`src/rtl/sysio_axi_mst_pkg.sv`:
```
// ============================================================================
// Module  : sysio_axi_mst_pkg
// Purpose : Shared bus widths and FSM state encoding for the sysio AXI4-Lite
//           master bridge.
// Ports   : none (package)
// Revision: 1.0 - initial release
// ============================================================================
`default_nettype none

package sysio_axi_mst_pkg;

  // Core-side memory bus widths (address and data).
  localparam int MEM_ADDR_BUS = 32;
  localparam int MEM_BUS      = 32;

  // Bridge FSM states.
  typedef enum logic [1:0] {
    SYSIO_MST_IDLE = 2'd0,
    SYSIO_MST_WR   = 2'd1,
    SYSIO_MST_RA   = 2'd2,
    SYSIO_MST_RD   = 2'd3
  } sysio_mst_state_e;

endpackage

`default_nettype wire

```
`src/rtl/sysio_axi_mst.sv`:
```
// ============================================================================
// Module  : sysio_axi_mst
// Purpose : AXI4-Lite master bridge from a single-outstanding core request
//           port to the sysio AW/W/AR/R channels. There is no B channel: a
//           write is complete once both the AW and W handshakes are done.
// Macro   : SYSIO_MST_TIMEOUT_EN - when defined, a transaction stalled for
//           TIMEOUT_CYC-1 cycles is aborted and mst_err_o pulses.
// Ports   : clk, rst              - clock, asynchronous active-high reset
//           mst_req_i/we/addr/... - core request (held until mst_ready_o)
//           mst_ready_o           - request accepted this cycle (IDLE only)
//           mst_wdone_o           - one-cycle write-complete pulse
//           mst_rvalid_o/rdata_o  - one-cycle read-valid pulse and read data
//           mst_err_o             - one-cycle timeout-abort pulse
//           m_axi_*               - AXI4-Lite AW, W, AR and R channels
// Revision: 1.0 - initial release
// ============================================================================
`default_nettype none

module sysio_axi_mst
  import sysio_axi_mst_pkg::*;
#(
  parameter int ADDR_W      = MEM_ADDR_BUS,
  parameter int DATA_W      = MEM_BUS,
  parameter int TIMEOUT_CYC = 256
) (
  input  logic                clk,
  input  logic                rst,
  // Core request port
  input  logic                mst_req_i,
  input  logic                mst_we_i,
  input  logic [ADDR_W-1:0]   mst_addr_i,
  input  logic [DATA_W-1:0]   mst_wdata_i,
  input  logic [DATA_W/8-1:0] mst_wstrb_i,
  output logic                mst_ready_o,
  output logic                mst_wdone_o,
  output logic                mst_rvalid_o,
  output logic [DATA_W-1:0]   mst_rdata_o,
  output logic                mst_err_o,
  // AXI4-Lite write address
  output logic [ADDR_W-1:0]   m_axi_awaddr,
  output logic                m_axi_awvalid,
  input  logic                m_axi_awready,
  // AXI4-Lite write data
  output logic [DATA_W-1:0]   m_axi_wdata,
  output logic [DATA_W/8-1:0] m_axi_wstrb,
  output logic                m_axi_wvalid,
  input  logic                m_axi_wready,
  // AXI4-Lite read address
  output logic [ADDR_W-1:0]   m_axi_araddr,
  output logic                m_axi_arvalid,
  input  logic                m_axi_arready,
  // AXI4-Lite read data
  input  logic [DATA_W-1:0]   m_axi_rdata,
  input  logic                m_axi_rvalid,
  output logic                m_axi_rready
);

  localparam int STRB_W = DATA_W / 8;

  // Elaboration-time parameter checks.
  generate
    if ((DATA_W % 8) != 0) begin : g_bad_data_w
      $error("sysio_axi_mst: DATA_W must be a multiple of 8");
    end
    if (TIMEOUT_CYC < 2) begin : g_bad_timeout
      $error("sysio_axi_mst: TIMEOUT_CYC must be at least 2");
    end
  endgenerate

  sysio_mst_state_e    state_q;
  logic [ADDR_W-1:0]   addr_q;
  logic [DATA_W-1:0]   wdata_q;
  logic [STRB_W-1:0]   wstrb_q;
  logic [DATA_W-1:0]   rdata_q;
  logic                awvalid_q;
  logic                wvalid_q;
  logic                arvalid_q;
  logic                rready_q;
  logic                aw_done_q;
  logic                w_done_q;
  logic                wdone_q;
  logic                rvalid_q;
  logic                err_q;

  // A channel counts as done if it completed earlier or handshakes now;
  // this lets AW and W finish in the same cycle or in any order.
  logic aw_ok;
  logic w_ok;
  logic wr_done;
  assign aw_ok   = aw_done_q | (awvalid_q & m_axi_awready);
  assign w_ok    = w_done_q  | (wvalid_q  & m_axi_wready);
  assign wr_done = aw_ok & w_ok;

  logic tmo_hit;

`ifdef SYSIO_MST_TIMEOUT_EN
  localparam int CNT_W = (TIMEOUT_CYC > 2) ? $clog2(TIMEOUT_CYC) : 1;
  // The abort fires on the edge where the count would reach TIMEOUT_CYC-1.
  localparam logic [CNT_W-1:0] C_TO_LAST = CNT_W'(TIMEOUT_CYC - 2);

  logic [CNT_W-1:0] tmo_cnt_q;

  // Held at zero in IDLE, so it is zero on the first busy cycle after accept.
  always_ff @(posedge clk or posedge rst) begin
    if (rst) begin
      tmo_cnt_q <= '0;
    end else if (state_q == SYSIO_MST_IDLE) begin
      tmo_cnt_q <= '0;
    end else begin
      tmo_cnt_q <= tmo_cnt_q + 1'b1;
    end
  end

  assign tmo_hit = (state_q != SYSIO_MST_IDLE) && (tmo_cnt_q == C_TO_LAST);
`else
  assign tmo_hit = 1'b0;
`endif

  always_ff @(posedge clk or posedge rst) begin
    if (rst) begin
      state_q   <= SYSIO_MST_IDLE;
      addr_q    <= '0;
      wdata_q   <= '0;
      wstrb_q   <= '0;
      rdata_q   <= '0;
      awvalid_q <= 1'b0;
      wvalid_q  <= 1'b0;
      arvalid_q <= 1'b0;
      rready_q  <= 1'b0;
      aw_done_q <= 1'b0;
      w_done_q  <= 1'b0;
      wdone_q   <= 1'b0;
      rvalid_q  <= 1'b0;
      err_q     <= 1'b0;
    end else begin
      // Completion/abort indications are single-cycle pulses.
      wdone_q  <= 1'b0;
      rvalid_q <= 1'b0;
      err_q    <= 1'b0;

      case (state_q)
        SYSIO_MST_IDLE: begin
          if (mst_req_i) begin
            addr_q  <= mst_addr_i;
            wdata_q <= mst_wdata_i;
            wstrb_q <= mst_wstrb_i;
            if (mst_we_i) begin
              awvalid_q <= 1'b1;
              wvalid_q  <= 1'b1;
              aw_done_q <= 1'b0;
              w_done_q  <= 1'b0;
              state_q   <= SYSIO_MST_WR;
            end else begin
              arvalid_q <= 1'b1;
              state_q   <= SYSIO_MST_RA;
            end
          end
        end

        SYSIO_MST_WR: begin
          if (wr_done || tmo_hit) begin
            // Completion wins over a simultaneous timeout.
            awvalid_q <= 1'b0;
            wvalid_q  <= 1'b0;
            aw_done_q <= 1'b0;
            w_done_q  <= 1'b0;
            wdone_q   <= 1'b1;
            err_q     <= ~wr_done;
            state_q   <= SYSIO_MST_IDLE;
          end else begin
            if (awvalid_q && m_axi_awready) begin
              awvalid_q <= 1'b0;
              aw_done_q <= 1'b1;
            end
            if (wvalid_q && m_axi_wready) begin
              wvalid_q <= 1'b0;
              w_done_q <= 1'b1;
            end
          end
        end

        SYSIO_MST_RA: begin
          if (m_axi_arready) begin
            arvalid_q <= 1'b0;
            rready_q  <= 1'b1;
            state_q   <= SYSIO_MST_RD;
          end else if (tmo_hit) begin
            arvalid_q <= 1'b0;
            rdata_q   <= '0;
            rvalid_q  <= 1'b1;
            err_q     <= 1'b1;
            state_q   <= SYSIO_MST_IDLE;
          end
        end

        SYSIO_MST_RD: begin
          if (m_axi_rvalid) begin
            rready_q <= 1'b0;
            rdata_q  <= m_axi_rdata;
            rvalid_q <= 1'b1;
            state_q  <= SYSIO_MST_IDLE;
          end else if (tmo_hit) begin
            rready_q <= 1'b0;
            rdata_q  <= '0;
            rvalid_q <= 1'b1;
            err_q    <= 1'b1;
            state_q  <= SYSIO_MST_IDLE;
          end
        end

        default: begin
          state_q <= SYSIO_MST_IDLE;
        end
      endcase
    end
  end

  assign mst_ready_o   = (state_q == SYSIO_MST_IDLE);
  assign mst_wdone_o   = wdone_q;
  assign mst_rvalid_o  = rvalid_q;
  assign mst_rdata_o   = rdata_q;
  assign mst_err_o     = err_q;

  // One latched address serves both AW and AR; only one valid is ever high.
  assign m_axi_awaddr  = addr_q;
  assign m_axi_awvalid = awvalid_q;
  assign m_axi_wdata   = wdata_q;
  assign m_axi_wstrb   = wstrb_q;
  assign m_axi_wvalid  = wvalid_q;
  assign m_axi_araddr  = addr_q;
  assign m_axi_arvalid = arvalid_q;
  assign m_axi_rready  = rready_q;

endmodule

`default_nettype wire

```
`config.mk`:
```
export PLATFORM = sky130hd
export DESIGN_NAME = sysio_axi_mst
export DESIGN_NICKNAME = d
export VERILOG_FILES = /design/src/rtl/sysio_axi_mst_pkg.sv /design/src/rtl/sysio_axi_mst.sv
export SDC_FILE = /design/constraint.sdc
export NUM_CORES = 1
export LEC_CHECK = 0
export ABC_CLOCK_PERIOD_IN_PS = 6100
export CORE_MARGIN = 3
export CORE_UTILIZATION = 30
export CTS_BUF_LIST = sky130_fd_sc_hd__clkbuf_16
export DETAILED_ROUTE_END_ITERATION = 10
export PLACE_DENSITY = 0.65
export SYNTH_ARGS = -nofsm -noshare
export SYNTH_HDL_FRONTEND = slang
export SYNTH_SLANG_ARGS = --single-unit
```
`constraint.sdc`:
```
create_clock -name clk -period 6.1 [get_ports clk]
set_input_delay 1.83 -clock clk [delete_from_list [all_inputs] [get_ports clk]]
set_output_delay 1.83 -clock clk [all_outputs]
set_load 0.02 [all_outputs]
```
; ---- Word level (Yosys, flattened, before mapping)
; Cells that the tools add are included.
[word_totals]
regBits = 111
out_inout_bits = 140
in_bits = 108
[classes]
n_reduce_logical = 13
n_bitwise = 6
mux = 35
n_eq_ne = 11
[ops]
columns = cell, count
row1 = 1-bit two-way mux, 23
row2 = 4-bit AND reduction, 4
row3 = 2-bit inequality test (second input constant), 6
row4 = 1-bit one-hot mux with 2 select lines, 6
row5 = 2-bit two-way mux, 5
row6 = 2-bit one-hot mux with 4 select lines, 1
row7 = 3-bit inequality test (second input constant), 2
row8 = 2-bit nonzero test, 3
row9 = 2-bit equality test (second input constant), 2
row10 = 2-bit AND reduction, 2
row11 = 1-bit AND, 3
row12 = 3-bit AND reduction, 1
row13 = 2-bit by 1-bit equality test with 1-bit output (second input constant), 1
row14 = 1-bit logical AND, 2
row15 = 2-bit zero test, 1
row16 = 1-bit OR, 2
row17 = 1-bit NOT, 1

; ---- Logic depth before layout (Yosys ltp)
; Gate-level depths: netlist of the first run.
[depth]
word_depth = 6
mapped_depth = 6
ltp_nobuf = 3

; ---- Least setup slack after synthesis of the first run
; OpenSTA, ideal clock, no wires.
[synth_path]
path_type = in2reg
startpoint = in mst_req_i
endpoint = reg addr_q[27], in the netlist m_axi_araddr[27]
t_arrival_ps = 2693
slack_ps = 3279
setup_ps = 127
stages = 4
path_cell_list = nor3b_4 -> buf_4 -> buf_6 -> mux2_1
[synth_via]
elab_chain_cells = 1
[synth_rtl]
columns = item, line
row1 = start: declaration, sysio_axi_mst.sv:29  ; input logic mst_req_i,
row2 = 2-bit AND reduction (no line), --
row3 = end signal: assignment, sysio_axi_mst.sv:144  ; addr_q <= mst_addr_i;
row4 = end: declaration, sysio_axi_mst.sv:71  ; logic [ADDR_W-1:0] addr_q;
; Every way passes these cells.
; A chain may end at the register's enable or synchronous reset.

; ---- Worst setup path in the final report of the first run
[layout_path]
startpoint = reg state_q[0]
endpoint = out mst_ready_o
[layout_via]
elab_chain_cells = 1
[layout_rtl]
columns = item, line
row1 = start: declaration, sysio_axi_mst.sv:70  ; sysio_mst_state_e state_q;
row2 = start signal: assignment, sysio_axi_mst.sv:121  ; state_q <= SYSIO_MST_IDLE;
row3 = start signal: assignment, sysio_axi_mst.sv:152  ; state_q <= SYSIO_MST_WR;
row4 = start signal: assignment, sysio_axi_mst.sv:155  ; state_q <= SYSIO_MST_RA;
row5 = 2-bit zero test, sysio_axi_mst.sv:218  ; assign mst_ready_o = (state_q == SYSIO_MST_IDLE);
row6 = end: declaration, sysio_axi_mst.sv:34  ; output logic mst_ready_o,
; Every way passes these cells.

==> results.toml, run 1 <==
[yosys]
synth_seq_cells = 110
seq_area_frac_synth_pct = 61.7
syn-cell-area_um2 = 4460
syn_inst = 296
yosysWarnings = 0
yosysUniqueCellTypes = 25
syn_avg_cell_area_um2 = 15.1
syn-num-nets = 404

[power_and_ir_drop]
power_frac_seq_pct = 33.3
power_density_nw_per_um2 = 559
ir_drop_mv = 0.202
power_mw = 3.97
p_leak_nw = 2.89
power_switching_mw = 1.47
power_frac_clock_pct = 13.1
swShare_pct = 36.9
internal-power_mw = 2.50
comb_power_share_pct = 53.6

[global_routing]
grt_max_degree = 81
grt_usage_pct = 13.9
grt_overflow = 0
grt_pass1_wl_mm = 18.0
antenna_found_initial = 0
grt_pass1_vias = 3264

[cts]
tritoncts = "built"
cts-hold-fix-buffers = 0
tritoncts.num_buffers = 9
clk_path_buf_depth = 2
cts_resized = 0
cts_root_buffer = "clkbuf_16"
clk_pin_slew_worst_paths_ns = 0.07
clock_sinks = 110
h-tree-depth = 3
cts_setup_buffers = 0
worstSkewPairLatency_ns = 0.34

[sta]
fin_setup_tns_ns = 0
layout_setup_ws_ns = 2.57
slew_headroom_pct = 32.7
period_share_pct = 57.9
rsz0062_at_grt = "false"
slew_violations = 0
min_period_ns = 3.53
worst_pin_slew_ns = 1.01
finalHoldViolCount = 0
setup_viol = 0
finalClockSkew_ns = 0.00788
fmax_mhz = 283
finalHoldWorstSlack_ns = 0.506

[setup_path]
worst_r2r_endpoint = "m_axi_wdata[16]$_DFFE_PP0P_"
rr_startpoint = "state_q[0]$_DFFE_PP0P_"
critical_path.cell_chain = "nor2_1 > clkdlybuf4s50_1"
worstPathArrival_ns = 1.70
critPathMaxStageDelay_ns = 0.65
cp_max_fo = 11
crit_path_end_kind = "output port"
worstSetupPathType = "register to output port"
cp_data_required_time_ns = 4.27
r2r_slack_ns = 4.33
critical_path.slowest_cell = "clkdlybuf4s50_1"
cp-start-kind = "register"
r2r_cells = 3

[min_path]
min_from = "mst_rdata_o[19]$_DFFE_PP0P_"
hold_class = "register to register"
min_path_cells = 1
hold_end = "mst_rdata_o[19]$_DFFE_PP0P_"

[finish]
drive_above_1_share_pct = 21.1
antenna_cells = 0
final_cell_mix = "246 x clkdlybuf4s50_1, 110 x dfrtp_1, 90 x mux2_2, 10 x mux2_1, 9 x clkbuf_16"
nets = 619
stdcell_count = 696
stdcell_area_um2 = 7100
multi_input_area_um2 = 1350
layout.area.seq_um2 = 2750
final_common_cell = "clkdlybuf4s50_1"
final_util_pct = 50.0
n_fill_cell = 1273
syn_to_final_growth_pct = 59.1

[placed_design]
place_inst = 680
postPlaceCellArea_um2 = 6840
io_buffers = 246
pre_cts_ws_ns = 2.50
gp_congestion = 0.728
dpl.hpwl_mm = 8.62

[floorplan]
start_util_pct = 31.4
die_area_um2 = 16400
core-area_um2 = 14200
rows = 43
die_y_um = 128
ioPinCount = 248
fp.dieW_um = 128

[drt]
initialDrtViolationCount = 84
ant_nets = 0
viasPerCell = 4.46
drt-total-wl_mm = 11.4
drc = 0
avgRoutedWirePerCell_um = 16.4
vias = 3105
drt_first_pass_iters = 4

[run_status]
status = "completed"

[run]
cap_violations = 0
==> flip-flops by register name, summed over array words and instances (netlist names) <==
name	flops
m_axi_araddr	32
mst_rvalid_o	1
m_axi_rready	1
m_axi_wvalid	1
state_q	2
w_done_q	1
m_axi_awvalid	1
mst_rdata_o	32
m_axi_arvalid	1
aw_done_q	1
m_axi_wstrb	4
mst_wdone_o	1
m_axi_wdata	32
==> power groups by stage <==
stage / clock network (mW) / registers (mW) / logic, mW
global placement: 0 / 1.32 / 2.14
global route: 0.575 / 1.38 / 2.25
finish: 0.522 / 1.32 / 2.13
CTS: 0.545 / 1.33 / 2.16
detailed placement: 0 / 1.34 / 2.16
floorplan: 0 / 1.73 / 0.790
==> how the worst max path moves through the flow <==
stage                                start                     endpoint  cells after the start
finish              state_q[0]$_DFFE_PP0P_                  mst_ready_o                      2
global route        state_q[0]$_DFFE_PP0P_                  mst_ready_o                      2
CTS                 state_q[0]$_DFFE_PP0P_                  mst_ready_o                      2
detailed placement               mst_req_i   m_axi_wstrb[3]$_DFFE_PP0P_                      4
global placement                 mst_req_i  m_axi_wdata[16]$_DFFE_PP0P_                      4
floorplan                              rst        aw_done_q$_DFFE_PP0P_                      1
==> kinds of logic after synthesis <==
kind of cell    count (synthesis)  share of synthesized area (%)
buf+inv                        50                           8.02
mux                           100                           25.2
other cells                     1                         0.0841
simple gates                   15                           2.05
flops                         110                           61.7
compound gates                 20                           2.89
==> routing by layer <==
layer  routed length [um]  vias to the layer above  track usage, %
li1                     -                     1415               -
met1                 4470                     1533            16.6
met2                 5790                      145            23.8
met3                  979                       12            4.29
met4                  166                        0            5.06
met5                    0                        -               0
==> worst max-delay path, delay by kind of cell, from the launching register on <==
| family | cells | cell delay [ns] |
|---|---|---|
| buffers and inverters | 1 | 0.65 |
| DFF | 1 | 0.51 |
| and+or+nand+nor | 1 | 0.20 |
==> cells in the mapped netlist (all sizes together) <==
master,n,area [um^2]
nor3b,3,33.8
and2,2,12.5
mux2,100,1130
nand2,5,18.8
nor2,2,7.51
a21oi,6,30.0
a21o,1,7.51
nor2b,1,6.26
or2,1,6.26
a41oi,2,17.5
conb,1,3.75
inv,4,15.0
buf,46,343
and3,1,6.26
a211oi,1,7.51
o22ai,1,6.26
o21bai,2,15.0
dfrtp,110,2750
o21ai,4,20.0
o21a,1,7.51
a2bb2oi,2,17.5
==> cell type report <==
cell class / instances / share of cell area, %
Inverter: 4 / 0.247
Sequential cell: 110 / 38.8
Clock inverter: 7 / 0.458
Timing Repair Buffer: 250 / 35.1
Multi-Input combinational cell: 136 / 19.0
Clock buffer: 9 / 3.17
Tap cell: 180 / 3.17
(Power assumes the default switching activity.)
==> run 2, diff against run 1 <==
ABC_CLOCK_PERIOD_IN_PS = 3300   (was 6100)
clock period = 3.3 ns   (was 6.1 ns; I/O delays follow)
==> run 2 against run 1 <==
Net effect:
- clock power up 99%
- sequential share of layout area decreased by 0.24 points
- setup slack worse by 1.9 ns
- core utilization grew 0.32 points
- power increased by 87%
- clock skew is 0.0030 ns lower
- highest routed layer unchanged
==> results.toml, run 2 (synthesis gave the netlist of run 1 again) <==
[run_status]
status = "completed"

[global_routing]
grt_overflow = 0
antenna_found_initial = 0
grt_pass1_wl_mm = 17.7
grt_usage_pct = 13.7
grt_pass1_vias = 3220
grt_max_degree = 56

[setup_path]
cp_max_fo = 11
cp_data_required_time_ns = 2.31
worstSetupPathType = "register to output port"
worstPathArrival_ns = 1.69
cp-start-kind = "register"
r2r_slack_ns = 1.61
critical_path.cell_chain = "nor2_1 > clkdlybuf4s50_1"
critical_path.slowest_cell = "clkdlybuf4s50_1"
critPathMaxStageDelay_ns = 0.64
crit_path_end_kind = "output port"

[drt]
drt_first_pass_iters = 4
initialDrtViolationCount = 86
drc = 0
drt-total-wl_mm = 11.3
avgRoutedWirePerCell_um = 16.1
viasPerCell = 4.38
ant_nets = 0
vias = 3051

[cts]
tritoncts.num_buffers = 9
h-tree-depth = 3
clk_pin_slew_worst_paths_ns = 0.07
worstSkewPairLatency_ns = 0.34
clock_sinks = 110
cts-hold-fix-buffers = 0
clk_path_buf_depth = 2
tritoncts = "built"
cts_resized = 0
cts_root_buffer = "clkbuf_16"
cts_setup_buffers = 0

[floorplan]
fp.dieW_um = 128
core-area_um2 = 14200
rows = 43
die_area_um2 = 16400
die_y_um = 128
ioPinCount = 248
start_util_pct = 31.4

[sta]
finalHoldWorstSlack_ns = 0.506
worst_pin_slew_ns = 0.720
setup_viol = 0
fin_setup_tns_ns = 0
layout_setup_ws_ns = 0.625
min_period_ns = 2.68
slew_headroom_pct = 52.0
finalHoldViolCount = 0
period_share_pct = 81.1
fmax_mhz = 374
rsz0062_at_grt = "false"
finalClockSkew_ns = 0.00487
slew_violations = 0

[placed_design]
gp_congestion = 0.733
pre_cts_ws_ns = 0.562
io_buffers = 246
dpl.hpwl_mm = 8.60

[finish]
final_cell_mix = "246 x clkdlybuf4s50_1, 110 x dfrtp_1, 90 x mux2_2, 10 x mux2_1, 9 x clkbuf_16"
antenna_cells = 0
drive_above_1_share_pct = 21.5
n_fill_cell = 1246
final_common_cell = "clkdlybuf4s50_1"
nets = 620
syn_to_final_growth_pct = 60.1
final_util_pct = 50.3

[power_and_ir_drop]
p_leak_nw = 2.91
swShare_pct = 36.4
power_switching_mw = 2.70
power_frac_seq_pct = 32.8
power_frac_clock_pct = 14.0
ir_drop_mv = 0.417
internal-power_mw = 4.71
comb_power_share_pct = 53.2
power_density_nw_per_um2 = 1040

[run]
cap_violations = 0

[min_path]
hold_class = "register to register"
==> run 2: cell types whose count changed in the layout (fill, tap and decap cells not counted), sizes merged <==
| cell | change |
|---|---|
| buf | +1 |
| inv | -1 |
| bufinv | +1 |
==> run 2: per-stage QoR <==
step	std cells	instance area, um^2	power (mW)
finish	697	7140	7.41
global route	697	7140	7.84
CTS	697	7140	7.54
detailed placement	681	6860	6.46
global placement	681	6860	6.39
floorplan	296	4460	4.65
==> run 2: layout make-up <==
type	instances	area (um^2)	area share [%]
repair buffers	251	2510	35.2
flip-flops and latches	110	2750	38.5
clock buffers	9	225	3.15
inverters	4	18.8	0.263
clock inverters	7	56.3	0.789
multi-input cells	136	1350	18.9
well taps	180	225	3.15
==> run 2: worst max-delay path: cells and delay by family (launching register included) <==
family / cells / cell delay, ns
buffers and inverters: 1 / 0.64
flip-flops: 1 / 0.50
AND/OR/NAND/NOR: 1 / 0.20
==> run 2: per-layer routing <==
| metal | global-route usage, % | routed length, um |
|---|---|---|
| met1 | 15.5 | 4330 |
| met2 | 23.9 | 5710 |
| met3 | 5.63 | 1070 |
| met4 | 3.81 | 150 |
| met5 | 0 | 0 |
==> run 2: worst paths after layout <==
path                                                   from                            to  cells past startpoint
worst max register to register       state_q[0]$_DFFE_PP0P_   m_axi_wdata[12]$_DFFE_PP0P_                      3
min in group asynchronous                               rst   m_axi_wdata[29]$_DFFE_PP0P_                      3
max in group asynchronous                               rst  m_axi_araddr[13]$_DFFE_PP0P_                      3
worst min-delay path            m_axi_wdata[19]$_DFFE_PP0P_   m_axi_wdata[19]$_DFFE_PP0P_                      1
worst min register to register  m_axi_wdata[19]$_DFFE_PP0P_   m_axi_wdata[19]$_DFFE_PP0P_                      1
worst max-delay path                 state_q[0]$_DFFE_PP0P_                   mst_ready_o                      2
==> run 2: power groups by stage <==
stage	Clock (mW)	Sequential, mW	Combinational (mW)
floorplan	0	3.19	1.46
global placement	0	2.43	3.97
detailed placement	0	2.47	4.00
CTS	1.09	2.44	4.01
global route	1.14	2.54	4.15
finish	1.04	2.43	3.94
==> run 3, diff against run 2 <==
ABC_CLOCK_PERIOD_IN_PS = 2500   (was 3300)
clock period = 2.5 ns   (was 3.3 ns; I/O delays follow)
==> run 3 against run 2 <==
Net effect:
- critical path depth shrank 1
- clock-buffer cell count did not move
- power rose by 32%
- routed wire length rose by 2.0%
- via count increased by 1.6%
- critical endpoint is now m_axi_awvalid
==> results.toml, run 3 (synthesis gave the netlist of run 1 again) <==
[run_status]
status = "completed"

[floorplan]
fp.dieW_um = 128
start_util_pct = 31.4
die_y_um = 128
rows = 43
die_area_um2 = 16400
ioPinCount = 248
core-area_um2 = 14200

[setup_path]
critPathMaxStageDelay_ns = 0.64
worstSetupPathType = "register to output port"
cp-start-kind = "register"
crit_path_end_kind = "output port"
worstPathArrival_ns = 1.40
cp_data_required_time_ns = 1.75
cp_top_family = "buffers and inverters"
critical_path.cell_chain = "clkdlybuf4s50_1"
crit_buf_inv = 1
critical_path.slowest_cell = "clkdlybuf4s50_1"
cp_max_fo = 4

[sta]
finalClockSkew_ns = 0.00836
rsz0062_at_grt = "false"
slew_headroom_pct = 59.9
slew_violations = 0
worst_pin_slew_ns = 0.601
finalHoldViolCount = 0
fin_setup_tns_ns = 0
fmax_mhz = 465
layout_setup_ws_ns = 0.351
min_period_ns = 2.15
setup_viol = 0
period_share_pct = 86.0

[global_routing]
grt_max_degree = 63
antenna_found_initial = 0
grt_pass1_wl_mm = 18.2
grt_pass1_vias = 3403
grt_usage_pct = 14.2
grt_overflow = 0

[drt]
wl_met2_mm = 6.09
avgRoutedWirePerCell_um = 16.4
drt_first_pass_iters = 4
met3_wirelength_mm = 1.03
ant_nets = 0
highest_layer = "met4"
initialDrtViolationCount = 111
vias = 3099
drt-met1-wl_mm = 4.22
drc = 0
drt-total-wl_mm = 11.5
viasPerCell = 4.43

[finish]
syn_to_final_growth_pct = 61.1
stdcell_area_um2 = 7190
n_fill_cell = 1222
final_util_pct = 50.6
final_cell_mix = "245 x clkdlybuf4s50_1, 110 x dfrtp_1, 90 x mux2_2, 10 x mux2_1, 9 x clkbuf_16"
final_common_cell = "clkdlybuf4s50_1"
nets = 622
antenna_cells = 0
drive_above_1_share_pct = 22.2

[power_and_ir_drop]
power_density_nw_per_um2 = 1360
ir_drop_mv = 0.583
p_leak_nw = 2.93

[cts]
tritoncts.num_buffers = 9
h-tree-depth = 3
clk_pin_slew_worst_paths_ns = 0.07
cts-hold-fix-buffers = 0
tritoncts = "built"
worstSkewPairLatency_ns = 0.35
clock_sinks = 110
cts_root_buffer = "clkbuf_16"
clk_path_buf_depth = 2

[placed_design]
io_buffers = 246
gp_congestion = 0.760
pre_cts_ws_ns = 0.152
dpl.hpwl_mm = 8.70
postPlaceCellArea_um2 = 6910

[min_path]
hold_class = "register to register"

[run]
cap_violations = 0
run 3: cell count changes in the layout (fill, tap and decap cells not counted), sizes merged:
cell	previous run	this run
buf	5	7
bufinv	1	0
clkdlybuf4s50	246	245
clkinv	5	2
clkinvlp	1	4
dlymetal6s2s	0	1
inv	4	5
run 3: worst register-to-register path: cells and delay by family, from the launching register on:
| kind | cells | cell delay (ns) |
|---|---|---|
| buf+inv | 2 | 0.45 |
| mux | 1 | 0.40 |
| flops | 1 | 0.38 |
| simple gates | 1 | 0.30 |
run 3: layout make-up:
type | count | area (um^2) | share of cell area [%]
multi-input cells | 136 | 1350 | 18.8
well taps | 180 | 225 | 3.13
inverters | 4 | 18.8 | 0.261
repair buffers | 253 | 2570 | 35.7
clock buffers | 9 | 225 | 3.13
clock inverters | 7 | 48.8 | 0.679
flip-flops and latches | 110 | 2750 | 38.3
run 3: path summary, 6_finish.rpt:
check,from,end,slack [ns],cells after the start
min in group asynchronous,rst,mst_wdone_o$_DFF_PP0_,0.85,3
worst max-delay path,m_axi_awvalid$_DFFE_PP0P_,m_axi_awvalid,0.35,1
worst max register to register,state_q[0]$_DFFE_PP0P_,m_axi_wdata[13]$_DFFE_PP0P_,0.85,4
max in group asynchronous,rst,m_axi_araddr[26]$_DFFE_PP0P_,1.12,3
worst min-delay path,mst_rdata_o[29]$_DFFE_PP0P_,mst_rdata_o[29]$_DFFE_PP0P_,0.51,1
worst min register to register,mst_rdata_o[29]$_DFFE_PP0P_,mst_rdata_o[29]$_DFFE_PP0P_,0.51,1
run 3: layer usage:
layer | up-vias | track usage, %
met3 | 9 | 5.13
met2 | 138 | 25.7
met5 | - | 0
met1 | 1531 | 15.6
li1 | 1421 | -
met4 | 0 | 3.93
run 3: power breakdown:
group          switching, mW  internal [mW]
Sequential             0.533           2.66
Combinational           2.44           2.83
Clock                  0.646          0.678
run 3: what timing repair did:
item | 4_1_cts | 5_1_grt
resized for setup | 0 | 1
setup endpoints to repair | 0 | 1
buffers inserted | 0 | 0
run 3: through the flow:
stage,hold slack (ns),total power [mW],std cells
5_1_grt,0.520,10.4,699
3_5_place_dp,0.495,8.59,683
2_1_floorplan,0.495,6.14,296
6_report,0.508,9.79,699
4_1_cts,0.513,9.97,699
3_3_place_gp,0.488,8.47,683
